[src/rtl/serial_twos_comp_n.sv]
// serial_twos_comp_n
// Bit-serial two's-complement unit. LANES serial lanes share one word framing
// and one mode. Each WIDTH-bit word (LSB first) is captured whole, then
// re-emitted in WIDTH contiguous cycles as pass-through, negated or
// absolute-valued. A per-lane overflow flag marks a negated most-negative
// word. Latency is the same in every mode.

module serial_twos_comp_n #(
  parameter int WIDTH = 8,
  parameter int LANES = 1
) (
  input  logic             t_clk,
  input  logic             r_n,
  input  logic             in_valid,
  input  logic             in_sof,
  input  logic [LANES-1:0] in_bit,
  input  logic [1:0]       mode,
  output logic             out_valid,
  output logic             out_sof,
  output logic             out_eow,
  output logic [LANES-1:0] out_bit,
  output logic [LANES-1:0] ovf,
  output logic             sof_err
);

  localparam int                CW        = (WIDTH > 1) ? $clog2(WIDTH) : 1;
  localparam logic [CW-1:0]     ZERO_IDX  = {CW{1'b0}};
  localparam logic [CW-1:0]     ONE_IDX   = CW'(1'b1);
  localparam logic [CW-1:0]     LAST_IDX  = CW'(WIDTH - 1);
  localparam logic [WIDTH-1:0]  MIN_WORD  = {1'b1, {(WIDTH-1){1'b0}}};
  localparam logic [1:0]        MODE_NEG  = 2'b01;
  localparam logic [1:0]        MODE_ABS  = 2'b10;

  typedef enum logic {
    ST_IDLE = 1'b0,
    ST_EMIT = 1'b1
  } state_t;

  // Capture side
  logic [CW-1:0]                     cnt_r;
  logic [1:0]                        mode_r;
  logic [LANES-1:0][WIDTH-2:0]       cap_r;
  logic                              sof_err_r;
  logic [CW-1:0]                     pos_s;
  logic                              resync_s;
  logic                              done_s;
  logic [LANES-1:0][WIDTH-1:0]       word_s;

  // Output FSM
  state_t                            state_r;
  state_t                            state_nxt_s;
  logic [CW-1:0]                     ocnt_r;
  logic [CW-1:0]                     ocnt_nxt_s;
  logic                              load_s;
  logic [CW-1:0]                     nidx_s;

  // Emit datapath: sh_r holds the bits still to be sent (bit 0 next)
  logic [LANES-1:0][WIDTH-2:0]       sh_r;
  logic [LANES-1:0][WIDTH-2:0]       sh_d_s;
  logic [LANES-1:0]                  neg_r;
  logic [LANES-1:0]                  neg_d_s;
  logic [LANES-1:0]                  seen_r;
  logic [LANES-1:0]                  seen_d_s;
  logic [LANES-1:0]                  pend_r;
  logic [LANES-1:0]                  pend_d_s;

  // Registered outputs
  logic                              out_valid_r;
  logic                              out_sof_r;
  logic                              out_eow_r;
  logic [LANES-1:0]                  out_bit_r;
  logic [LANES-1:0]                  ovf_r;
  logic                              out_valid_d_s;
  logic                              out_sof_d_s;
  logic                              out_eow_d_s;
  logic [LANES-1:0]                  out_bit_d_s;
  logic [LANES-1:0]                  ovf_d_s;

  // Capture control: an accepted in_sof always restarts the word at bit 0
  always_comb begin
    resync_s = in_valid & in_sof & (cnt_r != ZERO_IDX);
    if (in_valid && in_sof) begin
      pos_s = ZERO_IDX;
    end else begin
      pos_s = cnt_r;
    end
    done_s = in_valid & (pos_s == LAST_IDX);
  end

  // Full word per lane: the MSB comes straight from the bit being accepted
  always_comb begin
    word_s = {(LANES*WIDTH){1'b0}};
    for (int l = 0; l < LANES; l++) begin
      word_s[l] = {in_bit[l], cap_r[l]};
    end
  end

  // Bit counter, mode latch on bit 0, and resync error pulse
  always_ff @(posedge t_clk or negedge r_n) begin
    if (!r_n) begin
      cnt_r     <= ZERO_IDX;
      mode_r    <= 2'b00;
      sof_err_r <= 1'b0;
    end else begin
      sof_err_r <= resync_s;
      if (in_valid) begin
        if (done_s) begin
          cnt_r <= ZERO_IDX;
        end else begin
          cnt_r <= pos_s + ONE_IDX;
        end
        if (pos_s == ZERO_IDX) begin
          mode_r <= mode;
        end
      end
    end
  end

  // Capture registers hold bits 0..WIDTH-2 of the word being received
  always_ff @(posedge t_clk or negedge r_n) begin
    if (!r_n) begin
      cap_r <= {(LANES*(WIDTH-1)){1'b0}};
    end else begin
      for (int l = 0; l < LANES; l++) begin
        for (int i = 0; i < WIDTH - 1; i++) begin
          if (in_valid && (pos_s == CW'(i))) begin
            cap_r[l][i] <= in_bit[l];
          end
        end
      end
    end
  end

  // Output FSM state register
  always_ff @(posedge t_clk or negedge r_n) begin
    if (!r_n) begin
      state_r <= ST_IDLE;
      ocnt_r  <= ZERO_IDX;
    end else begin
      state_r <= state_nxt_s;
      ocnt_r  <= ocnt_nxt_s;
    end
  end

  // Output FSM next state: a word completing on the last EMIT edge chains directly
  always_comb begin
    state_nxt_s = state_r;
    load_s      = 1'b0;
    case (state_r)
      ST_IDLE: begin
        if (done_s) begin
          state_nxt_s = ST_EMIT;
          load_s      = 1'b1;
        end else begin
          state_nxt_s = ST_IDLE;
        end
      end
      ST_EMIT: begin
        if (ocnt_r == LAST_IDX) begin
          if (done_s) begin
            state_nxt_s = ST_EMIT;
            load_s      = 1'b1;
          end else begin
            state_nxt_s = ST_IDLE;
          end
        end else begin
          state_nxt_s = ST_EMIT;
        end
      end
      default: begin
        state_nxt_s = ST_IDLE;
      end
    endcase
    nidx_s = ocnt_r + ONE_IDX;
    if (load_s) begin
      ocnt_nxt_s = ZERO_IDX;
    end else if (state_r == ST_EMIT) begin
      ocnt_nxt_s = nidx_s;
    end else begin
      ocnt_nxt_s = ZERO_IDX;
    end
  end

  // Output FSM outputs: next values of the emit datapath and output registers
  always_comb begin
    out_valid_d_s = 1'b0;
    out_sof_d_s   = 1'b0;
    out_eow_d_s   = 1'b0;
    out_bit_d_s   = {LANES{1'b0}};
    ovf_d_s       = {LANES{1'b0}};
    sh_d_s        = sh_r;
    neg_d_s       = neg_r;
    seen_d_s      = seen_r;
    pend_d_s      = pend_r;
    if (load_s) begin
      out_valid_d_s = 1'b1;
      out_sof_d_s   = 1'b1;
      for (int l = 0; l < LANES; l++) begin
        neg_d_s[l]     = (mode_r == MODE_NEG) |
                         ((mode_r == MODE_ABS) & word_s[l][WIDTH-1]);
        pend_d_s[l]    = neg_d_s[l] & (word_s[l] == MIN_WORD);
        sh_d_s[l]      = word_s[l][WIDTH-1:1];
        // Bit 0 is never inverted: no earlier one has been seen yet
        out_bit_d_s[l] = word_s[l][0];
        seen_d_s[l]    = word_s[l][0];
      end
    end else if ((state_r == ST_EMIT) && (ocnt_r != LAST_IDX)) begin
      out_valid_d_s = 1'b1;
      out_eow_d_s   = (nidx_s == LAST_IDX);
      for (int l = 0; l < LANES; l++) begin
        out_bit_d_s[l] = sh_r[l][0] ^ (neg_r[l] & seen_r[l]);
        seen_d_s[l]    = seen_r[l] | sh_r[l][0];
        sh_d_s[l]      = sh_r[l] >> 1'b1;
        ovf_d_s[l]     = out_eow_d_s & pend_r[l];
      end
    end else begin
      out_valid_d_s = 1'b0;
    end
  end

  // Emit datapath and output registers
  always_ff @(posedge t_clk or negedge r_n) begin
    if (!r_n) begin
      sh_r        <= {(LANES*(WIDTH-1)){1'b0}};
      neg_r       <= {LANES{1'b0}};
      seen_r      <= {LANES{1'b0}};
      pend_r      <= {LANES{1'b0}};
      out_valid_r <= 1'b0;
      out_sof_r   <= 1'b0;
      out_eow_r   <= 1'b0;
      out_bit_r   <= {LANES{1'b0}};
      ovf_r       <= {LANES{1'b0}};
    end else begin
      sh_r        <= sh_d_s;
      neg_r       <= neg_d_s;
      seen_r      <= seen_d_s;
      pend_r      <= pend_d_s;
      out_valid_r <= out_valid_d_s;
      out_sof_r   <= out_sof_d_s;
      out_eow_r   <= out_eow_d_s;
      out_bit_r   <= out_bit_d_s;
      ovf_r       <= ovf_d_s;
    end
  end

  assign out_valid = out_valid_r;
  assign out_sof   = out_sof_r;
  assign out_eow   = out_eow_r;
  assign out_bit   = out_bit_r;
  assign ovf       = ovf_r;
  assign sof_err   = sof_err_r;

endmodule

[config.mk]
export PLATFORM = sky130hd
export DESIGN_NAME = serial_twos_comp_n
export DESIGN_NICKNAME = d
export VERILOG_FILES = /design/src/rtl/serial_twos_comp_n.sv
export SDC_FILE = /design/constraint.sdc
export NUM_CORES = 1
export LEC_CHECK = 0
export CAP_MARGIN = 20
export CELL_PAD_IN_SITES_DETAIL_PLACEMENT = 0
export CELL_PAD_IN_SITES_GLOBAL_PLACEMENT = 1
export CORE_MARGIN = 2
export CORE_UTILIZATION = 40
export CTS_BUF_LIST = sky130_fd_sc_hd__clkbuf_4 sky130_fd_sc_hd__clkbuf_8 sky130_fd_sc_hd__clkbuf_16
export DETAILED_ROUTE_END_ITERATION = 12
export GPL_TIMING_DRIVEN = 0
export PLACE_DENSITY_LB_ADDON = 0.2
export SYNTH_ARGS = -nofsm -noshare
export SYNTH_HDL_FRONTEND = slang
export SYNTH_SLANG_ARGS = --single-unit
[constraint.sdc]
create_clock -name t_clk -period 2.14 [get_ports t_clk]
set_clock_uncertainty 0.2 [all_clocks]
set_input_delay 0.214 -clock t_clk [delete_from_list [all_inputs] [get_ports t_clk]]
set_output_delay 0.214 -clock t_clk [all_outputs]
set_load 0.1 [all_outputs]
==> summary.md, run 1 <==
| Metric | Value |
|---|---|
| Fin. max-slew vios | 0 |
| Htree depth | 2 |
| I/O Buffers | 11 |
| Final setup viols | 0 |
| Rel. slew slack | 36.7% |
| Cell area after synthesis | around 1500 um^2 |
| Synth area leaders | dfrtp_1, mux2_2, ha_1 |
| PD cells | 1270 nW/um^2 |
| GRT Resource Usage Total | around 15% |
| Yosys top cell area share | between 50% and 60% |
| Vias per cell | about 4.9 |
| Placed instance area | approximately 1700 um^2 |
| Largest net degree at the start of global routing | 33 |
| Routed WL | 2.69 mm |
| Syn_nets | 150 |
| Vias in the first global route | 1047 |
| Min-Delay Path Class | primary input to flip-flop |
| Most common library cells after synthesis | dfrtp_1, nand2_1, mux2_2 |
| Overflow after GRT | 0 |
| # DRC | 0 |
| Die height | 65.8 um |
| Mapped Cells | 134 |
| LEAKAGE | 0.916 nW |
| Initial antenna violation count | 0 |
| Setup Fix Bufs, Post-CTS | 0 |
| Worst setup path start | cnt_r[0] |
| CP required | ~2100 ps |
| # rows | 22 |
| Leading area contributor after synthesis | dfrtp_1 |
| Post-route cell area | 1830 um^2 |
| Fin nets | ~170 |
| Sequential area share after synthesis | a little over half |
| Routed WL per cell | ~13 um |
| Highest Clock Rate | around 500 MHz |
| EDFF count, synth | 0 |
| Post-synthesis cell type count | 30 |
| Fin cells | 202 |
| TritonCTS clock tree | done |
| First-pass GRT wire length | 4.87 mm |
| CP Class | flip-flop to flip-flop |
| Clock sink count | 32 |
| Setup crit start kind | flip-flop |
| Ratio of cells with drive above 1 in the final layout | 22.1% |
| Min Clock Period, post-route | approximately 2000 ps |
| CTS Buf Count | 5 |
| Gpl congestion | around 0.76 |
| FF-to-FF Start | cnt_r[0] |
| Warnings, synthesis | 0 |
| Worst vdd ir | 0.502 mV |
| Clk_lat worst skew | approximately 290 ps |
| Critical Path AT | around 2000 ps |
| Core area | about 3700 um^2 |
| 1st-pass router iterations | 3 |
| Fin. Hold Viols | 0 |
| DP Wirelength | just over 2 mm |
| Status | completed |
| Worst-margin pin slew | 953 ps |
| Reg-to-Reg End | sh_r[3] |
| Worst-path maximum fanout | 10 |
| DR iter-0 viols | 29 |
| Num ports | 13 |
| CTS root buffer | clkbuf_8 |
| Clock tree buffer depth | 2 |
| RSZ-0062 raised after global routing | false |
| Final period utilization | between 90% and 100% |
| DIE WIDTH | about 66 um |
| Register bit total from synthesis | 32 |
| Number of diodes | 0 |
| Top FF cell, synth | dfrtp_1 |
| Critical Path End | sh_r[3] |
| Total power | ~0.0023 W |
| Area delta synth->final | 19.7% |
| Maxcap violations | 0 |
| Placed Cells | between 150 and 200 |
| Register-to-register setup slack | 130 ps |
| Die footprint | 4330 um^2 |
| Syn Area/Cell | 11.4 um^2 |
| Initial Util | 41.8% |
| Final core utilization | ~50% |
| Top-count cell post-synth | dfrtp_1 |
| WHS | about 85 ps |
| Routed Antenna Nets | 0 |
| Worst R2R Path Depth | 8 |
| CP Capture Type | flip-flop |
| Async SR Flop Fraction | 100% |
| Via count | ~1000 |
| Clock transition at the registers of the reported paths | about 70 ps |
-- final cells by class --
type / instances / area (um^2)
clock inverter: 2 / 35.0
clock buffer: 6 / 76.3
fill: 341 / 1830
timing repair buffer: 12 / 103
tap: 48 / 60.1
buffer: 7 / 58.8
sequential: 32 / 801
inverter: 8 / 30.0
multi-input combinational: 87 / 667
-- metrics by stage --
step / setup TNS, ps / worst slack, ps
final: 0 / 133
after global routing: 0 / 4.56
after CTS: 0 / 16.7
after detailed placement: -12740 / -758
after global placement: -11390 / -690
after floorplan: 0 / 57.0
-- worst min path at each step --
| stage | startpoint | end | slack (ps) | cells past startpoint |
|---|---|---|---|---|
| 2_1_floorplan | r_n | cap_r[0] | -280 | 0 |
| 3_3_place_gp | ocnt_r[0] | ocnt_r[0] | 250 | 1 |
| 3_5_place_dp | r_n | seen_r | 100 | 1 |
| 4_1_cts | in_bit | sh_r[6] | 80 | 3 |
| 5_1_grt | in_bit | sh_r[6] | 110 | 3 |
| 6_report | in_bit | sh_r[6] | 80 | 3 |
-- placed cells by master (no fill, tap or decap), types with 2 or more instances in the layout --
master,n
a21o_1,2
a21oi_1,2
and2_1,2
and3_1,2
buf_2,3
buf_4,3
clkbuf_8,5
clkdlybuf4s50_1,2
dfrtp_1,32
dlygate4sd2_1,6
ha_1,8
inv_1,8
mux2_2,11
mux2i_1,8
nand2_1,17
nand3_1,6
nor2_1,5
o21ai_0,7
o22ai_1,2
-- state kept, by name (all words and copies together) (netlist names), 2 cells and up --
name / cells
cap_r: 7
cnt_r: 3
mode_r: 2
ocnt_r: 3
sh_r: 7
-- critical path, stage by stage (launching register included) --
cell and delay (ps):
dfrtp_1 410, and2_1 190, ha_2 200, ha_1 190, buf_4 170, nand2_4 120, buf_8 150, mux2i_1 180
o21ai_0 100
-- report_power, final --
group / internal, W / switching (W)
registers: 0.000811 / 0.000156
clock network: 0.000358 / 0.000217
logic: 0.000315 / 0.000466
total: 0.00148 / 0.000840
-- cell families (layout without fill, tap and decap cells) --
group,count (synthesis),in the layout,synth area share [%]
buffers and inverters,15,35,5.24
and+or+nand+nor,38,38,11.9
AOI/OAI and AO/OA,19,19,8.59
muxes,19,19,13.3
adders and majority gates,9,9,7.37
DFF,32,32,52.4
xor gates and xnor gates,2,2,1.15
-- layer usage --
layer / wire [um] / track usage [%]
met5: 0 / 0
met4: 54 / 6.25
met1: 1210 / 18.3
met2: 1330 / 25.6
met3: 91 / 5.11
-- timing repair --
action / in CTS / in global routing
hold buffers: 1 / 0
setup endpoints to repair: 26 / 8
endpoints found under the hold margin: 32 / 0
resized for setup: 14 / 4
(Power assumes the default switching activity.)
==> run 2: changes to the inputs <==
--- a/config.mk
+++ b/config.mk
@@ -5,7 +5,6 @@
 export SDC_FILE = /design/constraint.sdc
 export NUM_CORES = 1
 export LEC_CHECK = 0
-export CAP_MARGIN = 20
 export CELL_PAD_IN_SITES_DETAIL_PLACEMENT = 0
 export CELL_PAD_IN_SITES_GLOBAL_PLACEMENT = 1
 export CORE_MARGIN = 2
@@ -17,3 +16,4 @@
 export SYNTH_ARGS = -nofsm -noshare
 export SYNTH_HDL_FRONTEND = slang
 export SYNTH_SLANG_ARGS = --single-unit
+export TNS_END_PERCENT = 20
==> summary.md, run 2 (synthesis gave the netlist of run 1 again) <==
| Metric | Value |
|---|---|
| Clock transition at the registers of the reported paths | 70 ps |
| Highest Clock Rate | about 500 MHz |
| Min-Delay Endpoint | sh_r[6] |
| Num ports | 13 |
| Vias in the first global route | 1049 |
| # rows | 22 |
| Routed WL | roughly 2.7 mm |
| Fin nets | about 170 |
| Number of diodes | 0 |
| Via count | approximately 1000 |
| Fin cells | 202 |
| CP required | 2100 ps |
| Hold depth | 3 |
| Worst-margin pin slew | between 900 and 1000 ps |
| Setup crit start kind | flip-flop |
| Setup Fix Bufs, Post-CTS | 0 |
| Fin. Hold Viols | 0 |
| Reg-to-Reg End | sh_r[3] |
| I/O Buffers | 11 |
| Initial Util | 41.8% |
| PD cells | ~1300 nW/um^2 |
| RSZ-0062 raised after global routing | false |
| Total power | between 0.002 and 0.0025 W |
| Ratio of cells with drive above 1 in the final layout | 22.1% |
| CP Class | flip-flop to flip-flop |
| Largest registers | cap_r (7), sh_r (7) |
| Most frequent cells in the layout | dfrtp_1, nand2_1, mux2_2 |
| Worst setup path start | cnt_r[0] |
| GRT Resource Usage Total | between 15 and 20% |
| CP Capture Type | flip-flop |
| WHS | roughly 84 ps |
| Routed WL per cell | about 13 um |
| Fin. max-slew vios | 0 |
| Number of buffers and inverters on the critical path | 2 |
| Top Family by Delay on Critical Path | flip-flops |
| Crit-path max cell delay | approximately 400 ps |
| Vias per cell | 4.93 |
| Flop pwr share | between 40% and 50% |
| Clk_lat worst skew | 280 ps |
| # DRC | 0 |
| Register-to-register setup slack | between 100 and 150 ps |
| Worst R2R Path Depth | 8 |
| 1st-pass router iterations | 3 |
| DIE WIDTH | between 60 and 70 um |
| Final period utilization | between 90% and 100% |
| Post-route cell area | 1830 um^2 |
| Die footprint | around 4300 um^2 |
| Psw | 0.000839 W |
| Most common cell after layout, fill and taps aside | dfrtp_1 |
| Critical Path AT | 1970 ps |
| Number of fill cells | ~340 |
| Routed Antenna Nets | 0 |
| Clock network power share | about a quarter |
| First-pass GRT wire length | 4.89 mm |
| WP depth | 8 |
| Comb pwr share | about a third |
| Min Clock Period, post-route | roughly 2000 ps |
| Initial antenna violation count | 0 |
| Clock tree buffer depth | 2 |
| Core area | between 3000 and 4000 um^2 |
| Worst vdd ir | 0.501 mV |
| Status | completed |
| CTS root buffer | clkbuf_8 |
| Overflow after GRT | 0 |
| DR iter-0 viols | 31 |
| DP Wirelength | between 2 and 2.5 mm |
| Largest net degree at the start of global routing | 33 |
| CTS Buf Count | 5 |
| Htree depth | 2 |
| Rel. slew slack | a little under two fifths |
| Cell Int Power | 0.00148 W |
| Min-Delay Path Class | primary input to flip-flop |
| Sw Share | a little over a third |
| Worst-path maximum fanout | 10 |
| Clock sink count | 32 |
| Placed Cells | slightly below 200 |
| Final core utilization | between 50% and 60% |
| Die height | ~66 um |
| Maxcap violations | 0 |
| Critical path cell sequence | and2_1 > ha_2 > ha_1 > buf_4 > nand2_4 > buf_8 > mux2i_1 > o21ai_0 |
| FF-to-FF Start | cnt_r[0] |
| Placed instance area | 1690 um^2 |
| Slowest cell on crit path | dfrtp_1 |
| TritonCTS clock tree | done |
| HP Start | in_bit |
| Final setup viols | 0 |
| Area delta synth->final | 19.7% |
| Gpl congestion | roughly 0.76 |
| LEAKAGE | 0.916 nW |
[run 2: layer usage]
metal / share of wire [%] / up-vias / GRT usage (%) / wire (um)
li1: - / 491 / - / -
met1: 45 / 484 / 18.4 / 1210
met2: 50 / 15 / 25.6 / 1340
met3: 3.4 / 6 / 5.11 / 91
met4: 2.0 / 0 / 6.25 / 54
met5: 0 / - / 0 / 0
[run 2: area by class of cell]
cell class | count | area, um^2 | area share (%)
Sequential cell | 32 | 801 | 43.7
Tap cell | 48 | 60.1 | 3.28
Buffer | 7 | 58.8 | 3.21
Inverter | 8 | 30.0 | 1.64
Clock inverter | 2 | 35.0 | 1.91
Clock buffer | 6 | 76.3 | 4.17
Timing Repair Buffer | 12 | 103 | 5.60
Multi-Input combinational cell | 87 | 667 | 36.4
[run 2: worst max-delay path by stage]
stage          endpoint
2_1_floorplan     neg_r
3_3_place_gp      neg_r
3_5_place_dp      neg_r
4_1_cts           neg_r
5_1_grt         sh_r[3]
6_report        sh_r[3]
[run 2: metrics by stage]
stage | setup TNS [ps] | setup slack [ps]
6_report | 0 | 135
5_1_grt | 0 | 4.56
3_3_place_gp | -11390 | -690
3_5_place_dp | -12740 | -758
2_1_floorplan | 0 | 57.0
4_1_cts | -19.4 | -19.4
[run 2: repair_timing]
item | in CTS | in global routing
pin swaps | 0 | 0
endpoints found under the setup margin | 26 | 8
hold buffers | 1 | 0
hold endpoints to repair | 32 | 0
resized for setup | 13 | 5
[run 2: worst register-to-register path, cell delays in order, from the launching register on]
cell and delay, ps:
dfrtp_1 410, and2_1 190, ha_2 200, ha_1 190
buf_4 170, nand2_4 120, buf_8 150, mux2i_1 180
o21ai_0 100
[run 2: power by group through the flow]
stage / Sequential, W / Combinational [W] / Clock [W]
floorplan: 0.00110 / 0.000460 / 0
global placement: 0.000973 / 0.000773 / 0
detailed placement: 0.000983 / 0.000795 / 0
CTS: 0.000970 / 0.000793 / 0.000589
global route: 0.00100 / 0.000870 / 0.000627
finish: 0.000967 / 0.000781 / 0.000574
==> run 3: changes to the inputs <==
--- a/config.mk
+++ b/config.mk
@@ -5,6 +5,7 @@
 export SDC_FILE = /design/constraint.sdc
 export NUM_CORES = 1
 export LEC_CHECK = 0
+export CAP_MARGIN = 25
 export CELL_PAD_IN_SITES_DETAIL_PLACEMENT = 0
 export CELL_PAD_IN_SITES_GLOBAL_PLACEMENT = 1
 export CORE_MARGIN = 2
==> constraint.sdc (replaced) <==
create_clock -name t_clk -period 2.14 [get_ports t_clk]
set_clock_uncertainty 0.2 [all_clocks]
set_input_delay 0.535 -clock t_clk [delete_from_list [all_inputs] [get_ports t_clk]]
set_output_delay 0.535 -clock t_clk [all_outputs]
set_load 0.1 [all_outputs]
==> summary.md, run 3 (synthesis gave the netlist of run 1 again) <==
| Metric | Value |
|---|---|
| GRT Resource Usage Total | roughly 16% |
| Min-Delay Path Class | primary input to async pin |
| Overflow after GRT | 0 |
| Worst R2R Path Depth | 6 |
| Gpl congestion | between 0.7 and 0.8 |
| Fin nets | 174 |
| Htree depth | 2 |
| CP Capture Type | flip-flop |
| Initial antenna violation count | 0 |
| Worst-path maximum fanout | 10 |
| Number of diodes | 0 |
| Rel. slew slack | between 50% and 60% |
| RSZ-0062 raised after global routing | true |
| Clock tree buffer depth | 2 |
| Maxcap violations | 0 |
| Status | completed |
| Clock sink count | 32 |
| Placed instance area | roughly 1700 um^2 |
| Die footprint | between 4000 and 5000 um^2 |
| Routed WL | between 2 and 3 mm |
| Total power | 0.00246 W |
| I/O Buffers | 11 |
| Core area | 3660 um^2 |
| Setup crit start kind | primary input |
| TritonCTS clock tree | done |
| LEAKAGE | about 0.95 nW |
| DP Wirelength | 1.97 mm |
| Ratio of cells with drive above 1 in the final layout | a little under a third |
| Highest Clock Rate | 470 MHz |
| # DRC | 0 |
| Top Family by Delay on Critical Path | buffers and inverters |
| Min Clock Period, post-route | between 2000 and 2500 ps |
| # rows | 22 |
| CP required | 2110 ps |
| Number of buffers and inverters on the critical path | 5 |
| Clock transition at the registers of the reported paths | roughly 70 ps |
| Hold buffers post-CTS | 0 |
| Most common cell on crit path | ha_4 |
| Initial Util | about two fifths |
| Largest net degree at the start of global routing | 33 |
| Fin. max-slew vios | 0 |
| 1st-pass router iterations | 6 |
| PD cells | around 1200 nW/um^2 |
| WHS | approximately 88 ps |
| CTS root buffer | clkbuf_8 |
| Final setup viols | 0 |
| Die height | 65.8 um |
| Worst vdd ir | 0.491 mV |
| Area delta synth->final | 29.6% |
| Post-route cell area | 1980 um^2 |
| Vias in the first global route | between 1000 and 1500 |
| First-pass GRT wire length | between 4 and 5 mm |
| Critical Path AT | 2100 ps |
| Final period utilization | 99.5% |
| Crit-path max cell delay | around 270 ps |
| Routed Antenna Nets | 0 |
| DIE WIDTH | 65.8 um |
| CP Class | primary input to flip-flop |
| WP depth | 10 |
| Most frequent cells in the layout | dfrtp_1, nand2_1, mux2_2 |
| Num ports | 13 |
| FF-to-FF Start | cnt_r[2] |
| Worst-margin pin slew | between 600 and 700 ps |
| Worst setup path start | in_valid |
| CTS Buf Count | 5 |
| Via count | approximately 1000 |
| Vias per cell | a little under 5 |
| Clk_lat worst skew | ~290 ps |
| Largest registers | cap_r (7), sh_r (7) |
| Critical path cell sequence | buf_2 > buf_12 > buf_8 > a21oi_4 > ha_4 > ha_4 > buf_6 > nand2_8 > bufbuf_16 > o32a_1 |
| Final core utilization | 54.1% |
| Most common cell after layout, fill and taps aside | dfrtp_1 |
| Fin. Hold Viols | 0 |
| Slowest cell on crit path | o32a_1 |
| Routed WL per cell | around 13 um |
| DR iter-0 viols | 35 |
run 3: through the flow:
stage / worst slack, ps / std cells / TNS (ps)
after global routing: -30.8 / 207 / -54.0
after CTS: 7.71 / 207 / 0
after detailed placement: -828 / 193 / -16970
after floorplan: -33.3 / 134 / -49.3
after global placement: -765 / 193 / -25650
final: 11.3 / 207 / 0
run 3: path summary, 6_finish.rpt:
kind                                  end  slack [ps]
worst max-delay path               seen_r          10
worst min-delay path              out_bit          90
worst max register to register     seen_r         200
worst min register to register  ocnt_r[0]         260
max in group asynchronous        cnt_r[1]        1200
min in group t_clk              ocnt_r[0]         260
run 3: timing repair:
item,in CTS,in global routing
setup endpoints to repair,35,3
buffers inserted,5,0
gates resized for setup,30,2
cloned,1,0
pin swaps,2,0
run 3: power breakdown:
| part | internal, W | switching (W) | total, W | leakage, nW |
|---|---|---|---|---|
| registers | 0.000812 | 0.000156 | 0.000968 | 0.410 |
| logic | 0.000375 | 0.000488 | 0.000863 | 0.476 |
| clock network | 0.000410 | 0.000218 | 0.000628 | 0.0645 |
run 3: cell type report:
class | instances | area (um^2)
Clock inverter | 1 | 30.0
Multi-Input combinational cell | 87 | 704
Fill cell | 335 | 1680
Tap cell | 48 | 60.1
Timing Repair Buffer | 17 | 179
Inverter | 8 | 30.0
Clock buffer | 7 | 96.3
Sequential cell | 32 | 801
Buffer | 7 | 81.3
run 3: layer usage:
metal  global-route usage (%)  wire length (um)
met4                     7.81                61
met1                     19.1              1200
met5                        0                 0
met2                     25.6              1370
met3                     5.11               106
